--- src/rtl/bec_trace.sv ---
// Capture stage for the bec controller's 39-bit output vector.
// Optional MISR signature: define BEC_TRACE_MISR_EN.
module bec_trace #(
  parameter int DEPTH = 8,
  parameter int TS_W  = 16
) (
  input  logic            clk,
  input  logic            rst,
  input  logic [38:0]     y_in,
  input  logic            y_sample,
  input  logic            clr,
  output logic            rd_valid,
  input  logic            rd_ready,
  output logic [38:0]     rd_data,
  output logic [TS_W-1:0] rd_ts,
  output logic            ovf,
  output logic [15:0]     evt_cnt,
  output logic [7:0]      drop_cnt,
  output logic [38:0]     sig
);

  localparam int AW = $clog2(DEPTH);

  logic [AW:0]      wr_ptr;
  logic [AW:0]      rd_ptr;
  logic [AW-1:0]    wr_idx;
  logic [AW-1:0]    rd_idx;
  logic [38:0]      mem_y  [DEPTH];
  logic [TS_W-1:0]  mem_ts [DEPTH];
  logic [38:0]      last_y;
  logic [TS_W-1:0]  last_ts;
  logic [TS_W-1:0]  ts;
  logic             empty;
  logic             full;
  logic             hit;
  logic             pop;
  logic             push;
  logic             drop;

  assign wr_idx = wr_ptr[AW-1:0];
  assign rd_idx = rd_ptr[AW-1:0];
  assign empty  = (wr_ptr == rd_ptr);
  assign full   = (wr_ptr[AW] != rd_ptr[AW]) &&
                  (wr_idx == rd_idx);

  assign hit  = y_sample && (|y_in);
  assign pop  = !empty && rd_ready;
  // A pop frees a slot in the same cycle, so full+pop never drops.
  assign push = hit && (!full || pop);
  assign drop = hit && full && !pop;

  assign rd_valid = !empty;
  assign rd_data  = empty ? last_y  : mem_y[rd_idx];
  assign rd_ts    = empty ? last_ts : mem_ts[rd_idx];

  always_ff @(posedge clk) begin
    if (push && !clr) begin
      mem_y[wr_idx]  <= y_in;
      mem_ts[wr_idx] <= ts;
    end
  end

  always_ff @(posedge clk or negedge rst) begin
    if (!rst) begin
      wr_ptr   <= '0;
      rd_ptr   <= '0;
      last_y   <= '0;
      last_ts  <= '0;
      ts       <= '0;
      ovf      <= 1'b0;
      evt_cnt  <= '0;
      drop_cnt <= '0;
    end else if (clr) begin
      wr_ptr   <= '0;
      rd_ptr   <= '0;
      last_y   <= '0;
      last_ts  <= '0;
      ts       <= '0;
      ovf      <= 1'b0;
      evt_cnt  <= '0;
      drop_cnt <= '0;
    end else begin
      ts <= ts + 1'b1;
      if (pop) begin
        rd_ptr  <= rd_ptr + 1'b1;
        last_y  <= mem_y[rd_idx];
        last_ts <= mem_ts[rd_idx];
      end
      if (push) begin
        wr_ptr <= wr_ptr + 1'b1;
        if (evt_cnt != 16'hFFFF)
          evt_cnt <= evt_cnt + 16'd1;
      end
      if (drop) begin
        ovf <= 1'b1;
        if (drop_cnt != 8'hFF)
          drop_cnt <= drop_cnt + 8'd1;
      end
    end
  end

`ifdef BEC_TRACE_MISR_EN
  logic [38:0] misr;

  // x^39 + x^4 + 1, zero vectors still fold in.
  always_ff @(posedge clk or negedge rst) begin
    if (!rst) begin
      misr <= '0;
    end else if (clr) begin
      misr <= '0;
    end else if (y_sample) begin
      misr <= ({misr[37:0], 1'b0} ^
               (misr[38] ? 39'h11 : 39'h0)) ^ y_in;
    end
  end

  assign sig = misr;
`else
  assign sig = 39'h0;
`endif

endmodule

--- config.mk ---
export PLATFORM = sky130hd
export DESIGN_NAME = bec_trace
export DESIGN_NICKNAME = d
export VERILOG_FILES = /design/src/rtl/bec_trace.sv
export SDC_FILE = /design/constraint.sdc
export NUM_CORES = 1
export LEC_CHECK = 0
export CAP_MARGIN = 30
export CORE_MARGIN = 3
export CORE_UTILIZATION = 53
export DETAILED_ROUTE_END_ITERATION = 10
export GPL_ROUTABILITY_DRIVEN = 0
export PLACE_DENSITY = 0.76
export SLEW_MARGIN = 20
export SYNTH_ARGS = -nofsm -noshare
export SYNTH_HDL_FRONTEND = slang
export SYNTH_SLANG_ARGS = --single-unit
--- constraint.sdc ---
create_clock -name clk -period 7.8 [get_ports clk]
set_input_delay 0.78 -clock clk [delete_from_list [all_inputs] [get_ports clk]]
set_output_delay 0.78 -clock clk [all_outputs]
set_load 0.03 [all_outputs]
After elaboration in Yosys (flattened, before gate mapping). Memories as Yosys holds them, arrays and structs flattened. Cells that the tools add are included.

Register bits after elaboration: 104. Memory bits (writable): 440. Bits of input ports: 44. Output and inout port bits: 120. Word-level logic and storage cells: 61. Memories kept: 2.

Memories: mem_y (words 8, width 39, rd ports 1, clocked after Yosys merged registers in 0, write ports 1, line 28) `logic [38:0] mem_y [DEPTH];`; mem_ts (words 8, width 16, rd ports 1, clocked after Yosys merged registers in 0, write ports 1, line 29) `logic [TS_W-1:0] mem_ts [DEPTH];`.

Add/sub/neg operators: 5. Equal/unequal tests: 5. Mux-type cells: 21. Reduce and logical (&&, ||, !) cells: 20.

Operator list (number): 2-to-1 mux 39 bit (3); 2-to-1 mux 16 bit (7); OR reduction 39 bit (1); adder 16 x 1 -> 16 bit, second input constant (2); 2-to-1 mux 8 bit (3); 2-to-1 mux 4 bit (4); inequality test 16 bit, second input constant (1); nonzero test 2 bit (5); adder 4 x 1 -> 4 bit, second input constant (2); adder 8 x 1 -> 8 bit, second input constant (1); inequality test 8 bit, second input constant (1); logical AND 1 bit (7); == test 4 bit (1); zero test 1 bit (4); 2-to-1 mux 1 bit (4); AND reduction 2 bit (2); == test 3 bit (1); logical OR 1 bit (1); inequality test 1 bit (1).

Depth between registers and ports, before layout. Gate-level depths: netlist of the first run.

Word-level depth: 8. Depth in mapped cells: 8.

Worst setup path before layout of the first run. No wires, ideal clock.

Path type: input port to flip-flop. Start: input y_in[9]. End: memory mem_ts[1][0] (enable). Setup time: 0.623 ns. Arrival time: 6.996 ns. Required time: 7.177 ns. Path slack: 0.181 ns. Stages: 5. Path buffers: 0. Cell sequence: nor4_1 > nand4_1 > o31a_1 > nand2_1 > nor4b_1.

Cells in the longest elaborated chain, start to end: 6.

Ends and longest elaborated chain: start, declared (line 9) `input logic [38:0] y_in,`; OR reduction 39 bit (line 46) `assign hit = y_sample && (|y_in);`; logical AND 1 bit (line 46); logical AND 1 bit (line 49) `assign push = hit && (!full || pop);`; logical AND 1 bit (line 57) `if (push && !clr) begin`; 2-to-1 mux 1 bit (line 57); 2-to-1 mux 1 bit (implied by the code) (line 59) `mem_ts[wr_idx] <= ts;`; end, declared (line 29).

No other way between the ends.

Worst setup path after layout of the first run.
Start: register rd_ptr[1]. End: output rd_data[20].

Cells in the longest elaborated chain, start to end: 2.

Ends and longest elaborated chain: start, declared (line 25) `logic [AW:0] rd_ptr;`; start signal, assigned (line 85) `rd_ptr <= rd_ptr + 1'b1;`; memory (8 x 39 bit) or == test 4 bit (tied branches); 2-to-1 mux 39 bit * (line 53) `assign rd_data = empty ? last_y : mem_y[rd_idx];`; end, declared (line 14) `output logic [38:0] rd_data,`.

Mark *: on every way between the ends. The rest lies on a longest branch, timed or not.

==> out/metrics.csv, run 1 <==
metric,value,unit
status,"finished, final reports clean",
ys.warnings.count,0,
die_y,210,µm
period_share,60.9,%
synthTopCellsByArea,"edfxtp_1, dfrtp_1, mux4_2, mux2i_1, nor2_1",
h-tree-depth,2,
max-vdd-ir-drop,0.193,mV
drv_cap,0,
layout-drive-gt1-share,16.7,%
first_iter_violations,1300,
die_x,210,µm
post_cts_resized,0,
grt_pass1_wl,70.5,mm
worstSetupEndpointType,output port,
grt_setup_unrepaired,no,
hold_buffers,0,
async_reset_ff_share,19.1,%
synth_top_area_cell,edfxtp_1,
synth_area,0.0221,mm²
required,7.02,ns
vias,11900,
fmax,210,MHz
drc,0,
multi_input_area,0.00580,mm²
min_path_type,input pin to async pin,
viasPerCell,5.99,
relSlewSlack,37.3,%
totalWireLength,45.6,mm
layout.nets,1455,
synth-main-ff-cell,edfxtp_1,
worstPathMaxFanout,61,
worstPathArrival,3.97,ns
fin_crit,4.75,ns
antenna_found_initial,0,
die_area,0.0442,mm²
ys_seq_elements,544,
crit_slowest_cell,dfrtp_4,
n_antenna_cell,0,
syn_inst,1281,
path_class,register to output port,
synth-seq-area-share,71.5,%
area_delta_synth_final,16.2,%
post_cts_buffers,0,
p_leak,8.42,nW
clock-sinks,544,
synthTopCellsByCount,"edfxtp_1, nor2_1, mux4_2",
overflow,0,
power_density,288,mW/mm²
worstPathCellList,buf_4 > mux4_2 > mux2i_1 > a21oi_1 > clkdlybuf4s50_1,
avgRoutedWirePerCell,23.0,µm
worst_pin_slew,0.940,ns
tritoncts,built,
ios,164,
regArea,0.0158,mm²
regToRegSetupSlack,4.20,ns
setup_viol,0,
clock_path_buffers,3,
synth_edf_count,440,
slowest_delay,0.99,ns
gr-usage-all-layers,20.7,%
dp.final_hpwl,25.2,mm
numCtsBuffers,54,
yosysMostFrequentCell,edfxtp_1,
rows,74,
clk_pin_slew,0.06,ns
yosys.area.top_type_share,59.8,%
finalHoldViolCount,0,
path_buf_inv,2,
grt_pass1_vias,11900,
finClkSkew,0.0121,ns
fillers,2809,
insertion_delay,0.58,ns
port_buffers,124,
root_buffer,clkbuf_16,
final_util,62.6,%
initial_core_util,53.9,%
finalSetupTns,0,ns
dr.pass1.iters,5,
start_kind,register,
ant_nets,0,
critPathTopFamily,buffers and inverters,
grt_max_degree,99,
maxSlewViolCount,0,
core-area,0.0410,mm²
ys_types,48,
avgSynthCellArea,17.3,µm²
-- path summary, 6_finish.rpt --
| kind | start | to | cells past startpoint |
|---|---|---|---|
| max in group asynchronous | rst | ts[3] | 3 |
| min reg2reg | evt_cnt[14] | evt_cnt[14] | 1 |
| min in group clk | evt_cnt[14] | evt_cnt[14] | 1 |
| max | rd_ptr[1] | rd_data[20] | 5 |
| min | rst | evt_cnt[5] | 1 |
| max reg2reg | rd_ptr[1] | mem_y[7][14] | 6 |
-- flip-flops by register name, summed over array words and instances (netlist names) --
register / cells
mem_y: 312
rd_ptr: 4
last_ts: 16
last_y: 39
ts: 16
drop_cnt: 8
ovf: 1
evt_cnt: 16
mem_ts: 128
wr_ptr: 4
-- stage by stage --
step	hold slack [ns]	instances	setup slack (ns)	power [mW]	area, µm²
after floorplan	0.484	1319	0.181	4.32	22200
after global placement	0.516	1876	3.02	4.76	23700
after detailed placement	0.521	1880	3.40	4.80	23800
after CTS	0.162	1981	2.98	7.46	25600
after global routing	0.201	1983	2.86	7.68	25700
final	0.179	1983	3.05	7.40	25700
-- routing by layer --
metal	global-route usage, %	vias up	share of wire, %
met3	3.35	74	6.4
met1	30.2	6067	42
li1	-	5253	-
met5	0	-	0
met4	6.84	0	2.5
met2	32.8	489	49
-- placed cells by master, fill, tap and decap left out, types with 6 or more instances in the layout --
| cell | netlist | layout |
|---|---|---|
| clkdlybuf4s50_1 | 0 | 122 |
| inv_1 | 6 | 6 |
| or4_1 | 17 | 17 |
| mux2i_1 | 57 | 57 |
| xnor2_1 | 6 | 6 |
| a211oi_1 | 55 | 55 |
| o31ai_1 | 17 | 16 |
| or3_1 | 8 | 8 |
| mux4_2 | 110 | 110 |
| buf_4 | 53 | 22 |
| nor4_1 | 11 | 10 |
| edfxtp_1 | 440 | 440 |
| nor2_1 | 138 | 136 |
| clkbuf_16 | 0 | 57 |
| and3_1 | 6 | 6 |
| conb_1 | 1 | 39 |
| clkinv_1 | 0 | 9 |
| nand3_1 | 18 | 18 |
| dfrtp_1 | 104 | 101 |
| clkinv_2 | 0 | 13 |
| bufinv_16 | 0 | 7 |
| clkbuf_1 | 28 | 7 |
| a21oi_1 | 81 | 81 |
| nand2_1 | 16 | 15 |
| o21ai_0 | 8 | 8 |
| xor2_1 | 10 | 10 |
| nand4_1 | 14 | 14 |
-- report_power, final --
group	leakage, nW	switching (mW)	internal (mW)
Clock	0.904	1.06	1.60
Combinational	2.10	0.854	0.604
Sequential	5.42	0.0640	3.22
-- cell families after synthesis --
group / after synthesis / share of synthesized area (%)
and+or+nand+nor: 248 / 5.29
xor gates and xnor gates: 19 / 0.906
buffers and inverters: 124 / 3.21
other: 1 / 0.0170
DFF: 544 / 71.5
muxes: 168 / 13.8
AOI/OAI and AO/OA: 172 / 4.91
adders and majority gates: 5 / 0.283
-- final cells by class --
class	instances	share of cell area, %
Sequential cell	544	61.6
Multi-Input combinational cell	651	22.6
Timing Repair Buffer	149	5.93
Clock buffer	68	5.87
Tap cell	532	2.59
Clock inverter	33	1.32
Inverter	6	0.0877
No activity file was read; power rests on OpenSTA's default activity.
==> run 2, diff against run 1 <==
--- a/config.mk
+++ b/config.mk
@@ -7,10 +7,10 @@
 export LEC_CHECK = 0
 export CAP_MARGIN = 30
 export CORE_MARGIN = 3
-export CORE_UTILIZATION = 53
+export CORE_UTILIZATION = 58
 export DETAILED_ROUTE_END_ITERATION = 10
 export GPL_ROUTABILITY_DRIVEN = 0
-export PLACE_DENSITY = 0.76
+export PLACE_DENSITY = 0.79
 export SLEW_MARGIN = 20
 export SYNTH_ARGS = -nofsm -noshare
 export SYNTH_HDL_FRONTEND = slang
==> constraint.sdc (replaced) <==
create_clock -name clk -period 4.6 [get_ports clk]
set_input_delay 0.46 -clock clk [delete_from_list [all_inputs] [get_ports clk]]
set_output_delay 0.46 -clock clk [all_outputs]
set_load 0.03 [all_outputs]
==> run 2 against run 1 <==
Net effect:
- the run now ends with negative hold slack left
- sequential power increased by 69%
- final cell count decreased by 1.2%
- register-to-register slack got worse by 3.0 ns
- die area decreased by 8.4%
- sequential share of layout area increased by 0.10 points
- largest power group unchanged
==> out/metrics.csv, run 2 (synthesis gave the netlist of run 1 again) <==
metric,value,unit
drv_cap,0,
grt_max_degree,80,
finClkSkew,0.0171,ns
max-vdd-ir-drop,0.290,mV
ios,164,
numCtsBuffers,53,
port_buffers,124,
layout_commonest_cell,edfxtp_1,
first_iter_violations,1055,
largest_reg_flops,312,
worstPathArrival,3.64,ns
grt_pass1_wl,73.8,mm
clock_path_buffers,3,
grt_pass1_vias,12400,
core-area,0.0370,mm²
post_cts_resized,0,
layout-drive-gt1-share,16.9,%
finalHoldViolCount,4,
die_x,201,µm
worstSetupEndpointType,output port,
maxSlewViolCount,0,
fillers,2265,
root_buffer,clkbuf_16,
p_total,12.6,mW
drc,0,
insertion_delay,0.58,ns
die_area,0.0405,mm²
period_share,89.1,%
clk_pin_slew,0.06,ns
antenna_found_initial,1,
layout.nets,1460,
status,"complete, but fails checks",
relSlewSlack,29.2,%
required,4.14,ns
ant_nets,0,
power_density,490,mW/mm²
rows,70,
clock-sinks,544,
avgRoutedWirePerCell,24.4,µm
viasPerCell,6.18,
area_delta_synth_final,16.0,%
min_path_type,input pin to async pin,
dr.pass1.iters,5,
tritoncts,built,
dp.final_hpwl,26.6,mm
overflow,0,
regMostFlops,mem_y,
worst_pin_slew,1.05,ns
die_y,201,µm
worstPathMaxFanout,76,
grt_setup_unrepaired,no,
whs,-0.0268,ns
hold_buffers,0,
path_class,register to output port,
totalWireLength,47.8,mm
start_kind,register,
p_leak,8.42,nW
initial_core_util,59.7,%
setup_viol,0,
reg_top3,"mem_y x312, mem_ts x128, last_y x39",
violations,negative hold slack,
h-tree-depth,2,
final_cell_mix,"edfxtp_1, nor2_1, clkdlybuf4s50_1, mux4_2, dfrtp_1",
gr-usage-all-layers,23.6,%
vias,12100,
fin_crit,4.10,ns
fmax,244,MHz
post_cts_buffers,0,
-- run 2: changes by cell type in the layout (fill, tap and decap cells not counted), sizes merged --
cell | before | now
buf | 27 | 33
bufinv | 7 | 9
clkbuf | 68 | 63
clkinv | 22 | 20
clkinvlp | 4 | 5
diode | 0 | 2
inv | 6 | 7
-- run 2: report_power, final --
| group | total (mW) | leakage (nW) | internal, mW | switching [mW] |
|---|---|---|---|---|
| registers | 5.55 | 5.42 | 5.46 | 0.0915 |
| logic | 2.51 | 2.11 | 1.01 | 1.50 |
| clock network | 4.49 | 0.887 | 2.70 | 1.79 |
| total | 12.6 | 8.42 | 9.18 | 3.38 |
-- run 2: area by class of cell --
cell class                      instances  area (µm²)  share of cell area [%]
Inverter                                6        22.5                  0.0878
Tap cell                              504         631                    2.46
Clock inverter                         35         417                    1.62
Sequential cell                       544       15800                    61.7
Multi-Input combinational cell        651        5810                    22.7
Timing Repair Buffer                  155        1510                    5.90
Clock buffer                           63        1420                    5.52
Antenna cell                            2        5.00                  0.0195
-- run 2: worst paths after layout --
kind                             start  depth (start not counted)     endpoint  slack (ns)
max in group asynchronous          rst                          2   last_y[16]        3.45
min in group clk                   clr                          2          ovf        0.32
max                          rd_ptr[1]                          7     rd_ts[0]        0.50
min                                rst                          1   last_y[24]       -0.03
max reg2reg                  rd_ptr[3]                          6  mem_y[7][0]        1.22
min reg2reg                evt_cnt[15]                          1  evt_cnt[15]        0.55
-- run 2: per-layer routing --
layer / part of all wire (%) / wire length (µm) / global-route usage, % / vias to the layer above
met5: 0 / 0 / 0 / -
met1: 39 / 18600 / 31.4 / 6193
met2: 50 / 23700 / 38.9 / 559
li1: - / - / - / 5249
met4: 3.4 / 1620 / 8.72 / 0
met3: 8.1 / 3890 / 5.29 / 109
-- run 2: stage by stage --
step	utilization [%]	TNS (ns)	instance area [µm²]	std cells	setup slack [ns]
detailed placement	64.2	0	23800	1859	0.321
global placement	64.2	0	23800	1859	0.483
CTS	69.1	0	25600	1957	0.501
floorplan	-	-225.99	22300	1319	-1.06
global route	69.2	0	25600	1959	0.326
finish	69.2	0	25600	1960	0.500
-- run 2: worst max-delay path, cell delays in order, from the launching register on --
cell and delay, ns:
dfrtp_4 0.69, xnor2_4 0.24, and3_4 0.22, nand2_4 0.65, buf_12 0.28, nor2_1 0.07, a21oi_1 0.16, clkdlybuf4s50_1 0.73
